## src/rtl/vector_dot_pkg.sv

```systemverilog
`default_nettype none
// +----------------------------------------------------------------------+
// | vector_dot_pkg                                                        |
// | Shared encodings for the vector_dot_dma slave and its loader.         |
// | Revision: 1.0                                                         |
// +----------------------------------------------------------------------+
package vector_dot_pkg;

  typedef enum logic [3:0] {
    S_IDLE    = 4'd0,
    S_FETCH   = 4'd1,
    S_LATCH   = 4'd2,
    S_WRITE   = 4'd3,
    S_TRIGGER = 4'd4,
    S_WAIT    = 4'd5,
    S_READ    = 4'd6,
    S_CAPTURE = 4'd7,
    S_DONE    = 4'd8
  } state_t;

  localparam int unsigned TRIG_ADDR = 0;
  localparam logic [31:0] TRIG_DATA = 32'h0000_0000;
  localparam int unsigned RES_ADDR  = 0;

  localparam logic BUF_A = 1'b0;
  localparam logic BUF_B = 1'b1;

endpackage
`default_nettype wire

```

## src/rtl/vector_dot_loader.sv

```systemverilog
`default_nettype none
// +----------------------------------------------------------------------+
// | vector_dot_loader                                                     |
// | Fetches vectors A and B from memory into the dot slave, triggers it   |
// | and captures the result.                                              |
// | Revision: 1.0                                                         |
// +----------------------------------------------------------------------+
module vector_dot_loader
  import vector_dot_pkg::*;
#(
  parameter int MEM_AW    = 16,
  parameter int DOT_AW    = 3,
  parameter int MAX_LEN   = 6,
  parameter int CALC_WAIT = 1
) (
  input  logic              clk,
  input  logic              reset,
  input  logic              start,
  input  logic [MEM_AW-1:0] a_base,
  input  logic [MEM_AW-1:0] b_base,
  input  logic [7:0]        length,
  output logic              busy,
  output logic              done,
  output logic              err,
  output logic [31:0]       result,
  output logic [MEM_AW-1:0] mem_address,
  output logic              mem_read,
  input  logic              mem_waitrequest,
  input  logic [31:0]       mem_readdata,
  output logic [DOT_AW-1:0] dot_address,
  output logic [31:0]       dot_writedata,
  output logic              dot_write,
  output logic              dot_read,
  output logic              dot_b_data,
  input  logic [31:0]       dot_readdata
);

  localparam int WAIT_W = (CALC_WAIT > 1) ? $clog2(CALC_WAIT) : 1;

  state_t              r_state;
  logic [7:0]          r_i;
  logic [7:0]          r_len;
  logic                r_ph;
  logic [31:0]         r_wd;
  logic [WAIT_W-1:0]   r_wait;
  logic [MEM_AW-1:0]   r_a_base;
  logic [MEM_AW-1:0]   r_b_base;

  logic [7:0]          w_next_i;
  logic [MEM_AW-1:0]   w_next_addr;

  assign w_next_i      = r_i + 8'd1;
  assign w_next_addr   = (r_ph ? r_b_base : r_a_base) + MEM_AW'(w_next_i);
  // The data register doubles as the write-data bus, so the trigger just loads TRIG_DATA.
  assign dot_writedata = r_wd;

  always_ff @(posedge clk or posedge reset) begin
    if (reset) begin
      r_state     <= S_IDLE;
      r_i         <= '0;
      r_len       <= '0;
      r_ph        <= 1'b0;
      r_wd        <= '0;
      r_wait      <= '0;
      r_a_base    <= '0;
      r_b_base    <= '0;
      busy        <= 1'b0;
      done        <= 1'b0;
      err         <= 1'b0;
      result      <= '0;
      mem_address <= '0;
      mem_read    <= 1'b0;
      dot_address <= '0;
      dot_write   <= 1'b0;
      dot_read    <= 1'b0;
      dot_b_data  <= 1'b0;
    end else begin
      done      <= 1'b0;
      dot_write <= 1'b0;
      dot_read  <= 1'b0;
      unique case (r_state)
        S_IDLE: begin
          if (start) begin
            if (length == 8'd0) begin
              result  <= '0;
              err     <= 1'b0;
              done    <= 1'b1;
              r_state <= S_DONE;
            end else if (length > 8'(MAX_LEN)) begin
              err     <= 1'b1;
              done    <= 1'b1;
              r_state <= S_DONE;
            end else begin
              r_a_base    <= a_base;
              r_b_base    <= b_base;
              r_len       <= length;
              r_i         <= '0;
              r_ph        <= BUF_A;
              err         <= 1'b0;
              busy        <= 1'b1;
              mem_read    <= 1'b1;
              mem_address <= a_base;
              r_state     <= S_FETCH;
            end
          end
        end
        S_FETCH: begin
          if (!mem_waitrequest) begin
            mem_read <= 1'b0;
            r_state  <= S_LATCH;
          end
        end
        S_LATCH: begin
          r_wd        <= mem_readdata;
          dot_write   <= 1'b1;
          dot_address <= r_i[DOT_AW-1:0];
          dot_b_data  <= r_ph;
          r_state     <= S_WRITE;
        end
        S_WRITE: begin
          if (r_i != r_len - 8'd1) begin
            r_i         <= w_next_i;
            mem_read    <= 1'b1;
            mem_address <= w_next_addr;
            r_state     <= S_FETCH;
          end else if (r_ph == BUF_A) begin
            r_ph        <= BUF_B;
            r_i         <= '0;
            mem_read    <= 1'b1;
            mem_address <= r_b_base;
            r_state     <= S_FETCH;
          end else begin
            r_wd        <= TRIG_DATA;
            dot_write   <= 1'b1;
            dot_address <= DOT_AW'(TRIG_ADDR);
            dot_b_data  <= BUF_B;
            r_state     <= S_TRIGGER;
          end
        end
        S_TRIGGER: begin
          if (CALC_WAIT == 0) begin
            dot_read    <= 1'b1;
            dot_address <= DOT_AW'(RES_ADDR);
            r_state     <= S_READ;
          end else begin
            r_wait  <= WAIT_W'(CALC_WAIT - 1);
            r_state <= S_WAIT;
          end
        end
        S_WAIT: begin
          if (r_wait == '0) begin
            dot_read    <= 1'b1;
            dot_address <= DOT_AW'(RES_ADDR);
            r_state     <= S_READ;
          end else begin
            r_wait <= r_wait - 1'b1;
          end
        end
        S_READ: begin
          r_state <= S_CAPTURE;
        end
        S_CAPTURE: begin
          result  <= dot_readdata;
          busy    <= 1'b0;
          done    <= 1'b1;
          r_state <= S_DONE;
        end
        S_DONE: begin
          r_state <= S_IDLE;
        end
        default: begin
          r_state <= S_IDLE;
        end
      endcase
    end
  end

endmodule
`default_nettype wire

```

## config.mk

```make
export PLATFORM = sky130hd
export DESIGN_NAME = vector_dot_loader
export DESIGN_NICKNAME = d
export VERILOG_FILES = /design/src/rtl/vector_dot_pkg.sv /design/src/rtl/vector_dot_loader.sv
export SDC_FILE = /design/constraint.sdc
export NUM_CORES = 1
export LEC_CHECK = 0
export CAP_MARGIN = 0
export CORE_ASPECT_RATIO = 0.75
export CORE_MARGIN = 2
export CORE_UTILIZATION = 40
export CTS_CLUSTER_DIAMETER = 200
export DETAILED_ROUTE_END_ITERATION = 8
export GPL_TIMING_DRIVEN = 0
export PLACE_DENSITY = 0.72
export SYNTH_ARGS = -nofsm -noshare
export SYNTH_HDL_FRONTEND = slang
export SYNTH_SLANG_ARGS = --single-unit
export TNS_END_PERCENT = 30
```

## constraint.sdc

```tcl
create_clock -name clk -period 4.6 [get_ports clk]
set_clock_uncertainty 0.1 [all_clocks]
set_input_delay 0.46 -clock clk [delete_from_list [all_inputs] [get_ports clk]]
set_output_delay 0.46 -clock clk [all_outputs]
set_load 0.01 [all_outputs]
```

After elaboration in Yosys (flattened, before gate mapping):

Cells that the tools add are included.

* input port bits: 108
* register bits after elaboration: 144
* logic and storage cells: 119

* equality and inequality tests: 17
* bitwise operators: 2
* add/sub/neg operators: 4
* muxes and demuxes: 59
* reductions and logical operators: 18
* order comparisons: 1

Operators with widths (number)
* 2-to-1 mux 32 bit: 4
* one-hot mux 32 bit (2 select lines): 2
* 2-to-1 mux 16 bit: 6
* 2-to-1 mux 8 bit: 5
* one-hot mux 16 bit (2 select lines): 1
* one-hot mux 4 bit (8 select lines): 1
* 2-to-1 mux 1 bit: 21
* 2-to-1 mux 4 bit: 5
* adder 16 x 8 -> 16 bit: 1
* equality test 4 x 3 -> 1 bit (second input constant): 4
* inequality test 2 bit (second input constant): 8
* one-hot mux 8 bit (2 select lines): 1
* 2-to-1 mux 3 bit: 5
* one-hot mux 1 bit (2 select lines): 6
* AND reduction 4 bit: 3
* AND reduction 5 bit: 2
* one-hot mux 3 bit (3 select lines): 1
* AND reduction 3 bit: 3
* adder 8 x 1 -> 8 bit (second input constant): 1
* equality test 4 x 2 -> 1 bit (second input constant): 2
* > comparator 8 x 3 -> 1 bit (second input constant): 1
* logical NOT 8 bit: 1
* inequality test 8 bit: 1
* nonzero test 2 bit: 4
* 10 further kinds: 12

Longest topological paths before layout:

Gate-level depths: netlist of run 1.

* depth after elaboration: 5
* mapped depth: 13
* mapped depth without buffers: 12

Worst setup path after synthesis of run 1:

Ideal clock, no wire load.

* kind: reg2reg
* start: register r_ph
* end: register mem_address[8]
* arrival time: 3914 ps
* cell stages (with the launch flop): 14
* path slack: 458 ps
* data required time: 4372 ps
* cell sequence: dfrtp_1 > clkbuf_1 > buf_1 > clkbuf_1 > buf_1 > mux2_2 > fa_1 > a21o_1 > a221oi_1 > o21ai_0 > mux2_2 > o21a_1 > o22ai_1 > o21ai_0

* word-level cells in the longest chain between the ends: 4

Ends and longest elaborated chain
* start, declared: RTL line vector_dot_loader.sv:43 `logic r_ph;`
* start signal, assigned: RTL line vector_dot_loader.sv:62 `r_ph <= 1'b0;`
* start signal, assigned: RTL line vector_dot_loader.sv:98 `r_ph <= BUF_A;`
* start signal, assigned: RTL line vector_dot_loader.sv:127 `r_ph <= BUF_B;`
* 2-to-1 mux 16 bit: RTL line vector_dot_loader.sv:53 `assign w_next_addr = (r_ph ? r_b_base : r_a_base) + MEM_AW'(w_next_i);`
* adder 16 x 8 -> 16 bit: RTL line vector_dot_loader.sv:53
* 2-to-1 mux 16 bit: RTL line vector_dot_loader.sv:121 `if (r_i != r_len - 8'd1) begin`
* one-hot mux 16 bit (2 select lines): RTL line vector_dot_loader.sv:81 `unique case (r_state)`
* end signal, assigned: RTL line vector_dot_loader.sv:102 `mem_address <= a_base;`
* end signal, assigned: RTL line vector_dot_loader.sv:124 `mem_address <= w_next_addr;`
* end signal, assigned: RTL line vector_dot_loader.sv:130 `mem_address <= r_b_base;`
* end, declared: RTL line vector_dot_loader.sv:26 `output logic [MEM_AW-1:0] mem_address,`

Parallel ways exist; a longest one is shown, timed or not.
A chain may end at the register's enable or synchronous reset.

Worst setup path after layout of run 1:

Ends and elaborated chain as after synthesis.

==> flow_summary.yaml, run 1 <==
drt:
  routedWlPerCell_um: 17.4
  dr.pass1.iters: 5
  drt-total-wl_um: 19100
  drtIter0Drc: 487
  vias: 5791
  drcViolationCount: 0
  vias_per_cell: 5.28
  ant_nets: 0
setup_path:
  crit_chain: "clkbuf_1, clkbuf_4, buf_2, mux2_2, fa_1, a21o_1, a221oi_1, o21ai_0, mux2_2, o21a_1, o22ai_1, o21ai_0"
  crit_path_end_kind: "flop"
  path_class: "reg2reg"
  path_delay_family: "compound AO/OA/AOI/OAI gates"
  max_stage_delay_ns: 0.53
  cp.required_ns: 4.78
  reg2reg_depth: 12
  worst_path_max_delay_cell: "a221oi_1"
  reg2reg_from: "r_ph"
  r2r_slack_ns: 0.20
  start_kind: "flop"
  path_buf_inv: 3
  timing.rr.end: "mem_address[8]"
  crit_arrival_ns: 4.58
  crit_fanout: 19
global_route:
  grt_overflow: 0
  antenna_found_initial: 0
  grt_use_total_pct: 21.2
  grt_pass1_vias: 5556
  grt_max_degree: 77
  grt_pass1_wl_um: 29700
power_and_ir_drop:
  ir_drop_mv: 0.289
  power_per_cell_area_nw_per_um2: 517
  design_power_total_w: 0.00496
  leakage_nw: 4.38
sta:
  finalSetupViolCount: 0
  maxSlewHeadroom_pct: 13.8
  fin_crit_sh_pct: 95.6
  hold_viol: 0
  min_period_ns: 4.40
  tightest_slew_ns: 1.28
  max_freq_mhz: 227
  slew_violations: 0
  rsz0062_at_grt: "false"
clocking:
  cts-root-buf: "clkbuf_16"
  clk_pin_slew_ns: 0.06
  cts_tree: "built"
  cts_setup_buffers: 0
  cts.sinks: 143
  htreeDepth: 4
  insertion_delay_ns: 0.41
  cts_buffers: 17
  hold_buffers: 0
  clockBufferDepth: 2
synthesis:
  synth_warnings: 0
  synth_enable_flop_cells: 0
  yosysUniqueCellTypes: 61
  ys_seq_elements: 143
  avgSynthCellArea_sq_um: 10.3
  synthArstFlopShare_pct: 100
  synth_area_sq_um: 6750
  postSynthCellCount: 653
  yosysSeqAreaShare_pct: 53.0
  synth_ff_type: "dfrtp_1"
  synthesis.nets: 772
min_path:
  min_from: "r_a_base[5]"
  hold_path_class: "reg2reg"
  holdPathEnd: "r_a_base[5]"
  hold_depth: 2
finish:
  area_growth_pct: 41.9
  layout-drive-gt1-share_pct: 8.39
  mostFrequentLayoutCells: "197 x clkdlybuf4s50_1, 143 x dfrtp_1, 128 x nand2_1"
  mostFrequentLayoutCell: "clkdlybuf4s50_1"
  final_net_count: 988
  insertedDiodeCount: 0
  fin_util_pct: 57.5
  nFillCells: 1443
  final_cells: 1097
floorplanning:
  die_w_um: 154
  core_sq_um: 16700
  die_y_um: 117
  die_area_sq_um: 18000
  start_util_pct: 40.5
  num_rows: 41
  pin_count: 198
status:
  outcome: "finished clean"
place:
  hpwlAfterDp_um: 13700
  placed_cells: 1066
  io_buffers: 197
  place_congestion: 0.911
run:
  cap_violations: 0
## through the flow
stage / hold WS, ns / instance area (sq um) / setup TNS, ns / worst slack [ns]
after floorplan: 0.331 / 6750 / 0 / 0.202
after global placement: 0.345 / 8990 / -275.51 / -1.92
final: 0.363 / 9580 / 0 / 0.201
after CTS: 0.366 / 9580 / 0 / 0.206
after global routing: 0.386 / 9580 / 0 / 0.0269
after detailed placement: 0.351 / 9030 / -3.05 / -0.629
## cell families (layout without fill, tap and decap cells)
kind of cell               after synthesis  count (layout)  synth area share (%)
adders and majority gates               11              11                  2.15
muxes                                   21              21                  3.32
DFF                                    143             143                  53.0
xor gates and xnor gates                27              27                  3.50
buffers and inverters                   55             284                  3.46
and+or+nand+nor                        225             225                  15.1
AOI/OAI and AO/OA                      171             171                  19.5
## flip-flops by register name, summed over array words and instances, names as in the netlist, 3 cells and up
| name | count |
|---|---|
| dot_address | 3 |
| dot_writedata | 32 |
| mem_address | 16 |
| r_i | 8 |
| r_a_base | 16 |
| r_state | 4 |
| r_len | 8 |
| r_b_base | 16 |
| result | 32 |
## layer usage
metal	vias up	track usage, %	wire (um)
met4	0	4.42	153
li1	2760	-	-
met1	2785	33.1	9650
met5	-	0	0
met2	232	29.6	7930
met3	14	5.34	1330
## repair_timing
item / 4_1_cts / 5_1_grt
setup endpoints to repair: 10 / 1
resized for setup: 2 / 1
cloned: 0 / 0
## final cells by class
class / count / area, sq um / share of cell area [%]
Tap cell: 215 / 269 / 2.81
Clock inverter: 15 / 128 / 1.33
Buffer: 40 / 183 / 1.91
Multi-Input combinational cell: 455 / 2940 / 30.7
Clock buffer: 17 / 425 / 4.44
Sequential cell: 143 / 3580 / 37.3
Inverter: 14 / 57.6 / 0.601
Timing Repair Buffer: 198 / 2000 / 20.9
## how the worst max path moves through the flow
stage | start | depth (start not counted) | end
after floorplan | reset | 1 | busy
after global placement | reset | 2 | r_a_base[0]
after detailed placement | r_ph | 13 | mem_address[8]
after CTS | r_ph | 12 | mem_address[8]
after global routing | r_ph | 12 | mem_address[8]
final | r_ph | 12 | mem_address[8]
## cell usage after synthesis (all sizes together), types with 6 or more instances
master  count  share of area, %
dfrtp     143                53
mux2i      10               1.5
mux2       11               1.8
a22o       73               9.5
xnor2      14               1.8
inv        14              0.78
nand3      10              0.74
a21oi      19               1.6
ha         10               1.9
and2        6              0.56
a211oi      7              0.78
and3        6              0.56
clkbuf     25               1.4
o21ai      29               2.1
nand2     128               7.1
buf        16               1.3
nor2b      13               1.2
xor2       13               1.7
nor3       10              0.82
nor2       31               1.8
## tightest hold or removal path, stage by stage (launching register included)
cell	delay, ns
dfrtp_1	0.34
nand2_1	0.05
nand2_1	0.04
## power by group
group | total (W) | switching [W] | internal [W]
sequential | 0.00186 | 0.000254 | 0.00161
combinational | 0.00180 | 0.000855 | 0.000942
clock | 0.00129 | 0.000585 | 0.000708
No activity file was read; power rests on OpenSTA's default activity.
==> run 2: changes to the inputs <==
==> constraint.sdc (replaced) <==
create_clock -name clk -period 4.6 [get_ports clk]
set_clock_uncertainty 0.1 [all_clocks]
set_input_delay 0.46 -clock clk [delete_from_list [all_inputs] [get_ports clk]]
set_output_delay 0.46 -clock clk [all_outputs]
set_load 0.1 [all_outputs]
==> results of run 2 <==
Same layout as run 1 (identical final DEF). Status: finished clean.
Among the figures that moved: total power 0.00496 W -> 0.00653 W; worst IR drop on VDD 0.289 mV -> 0.354 mV
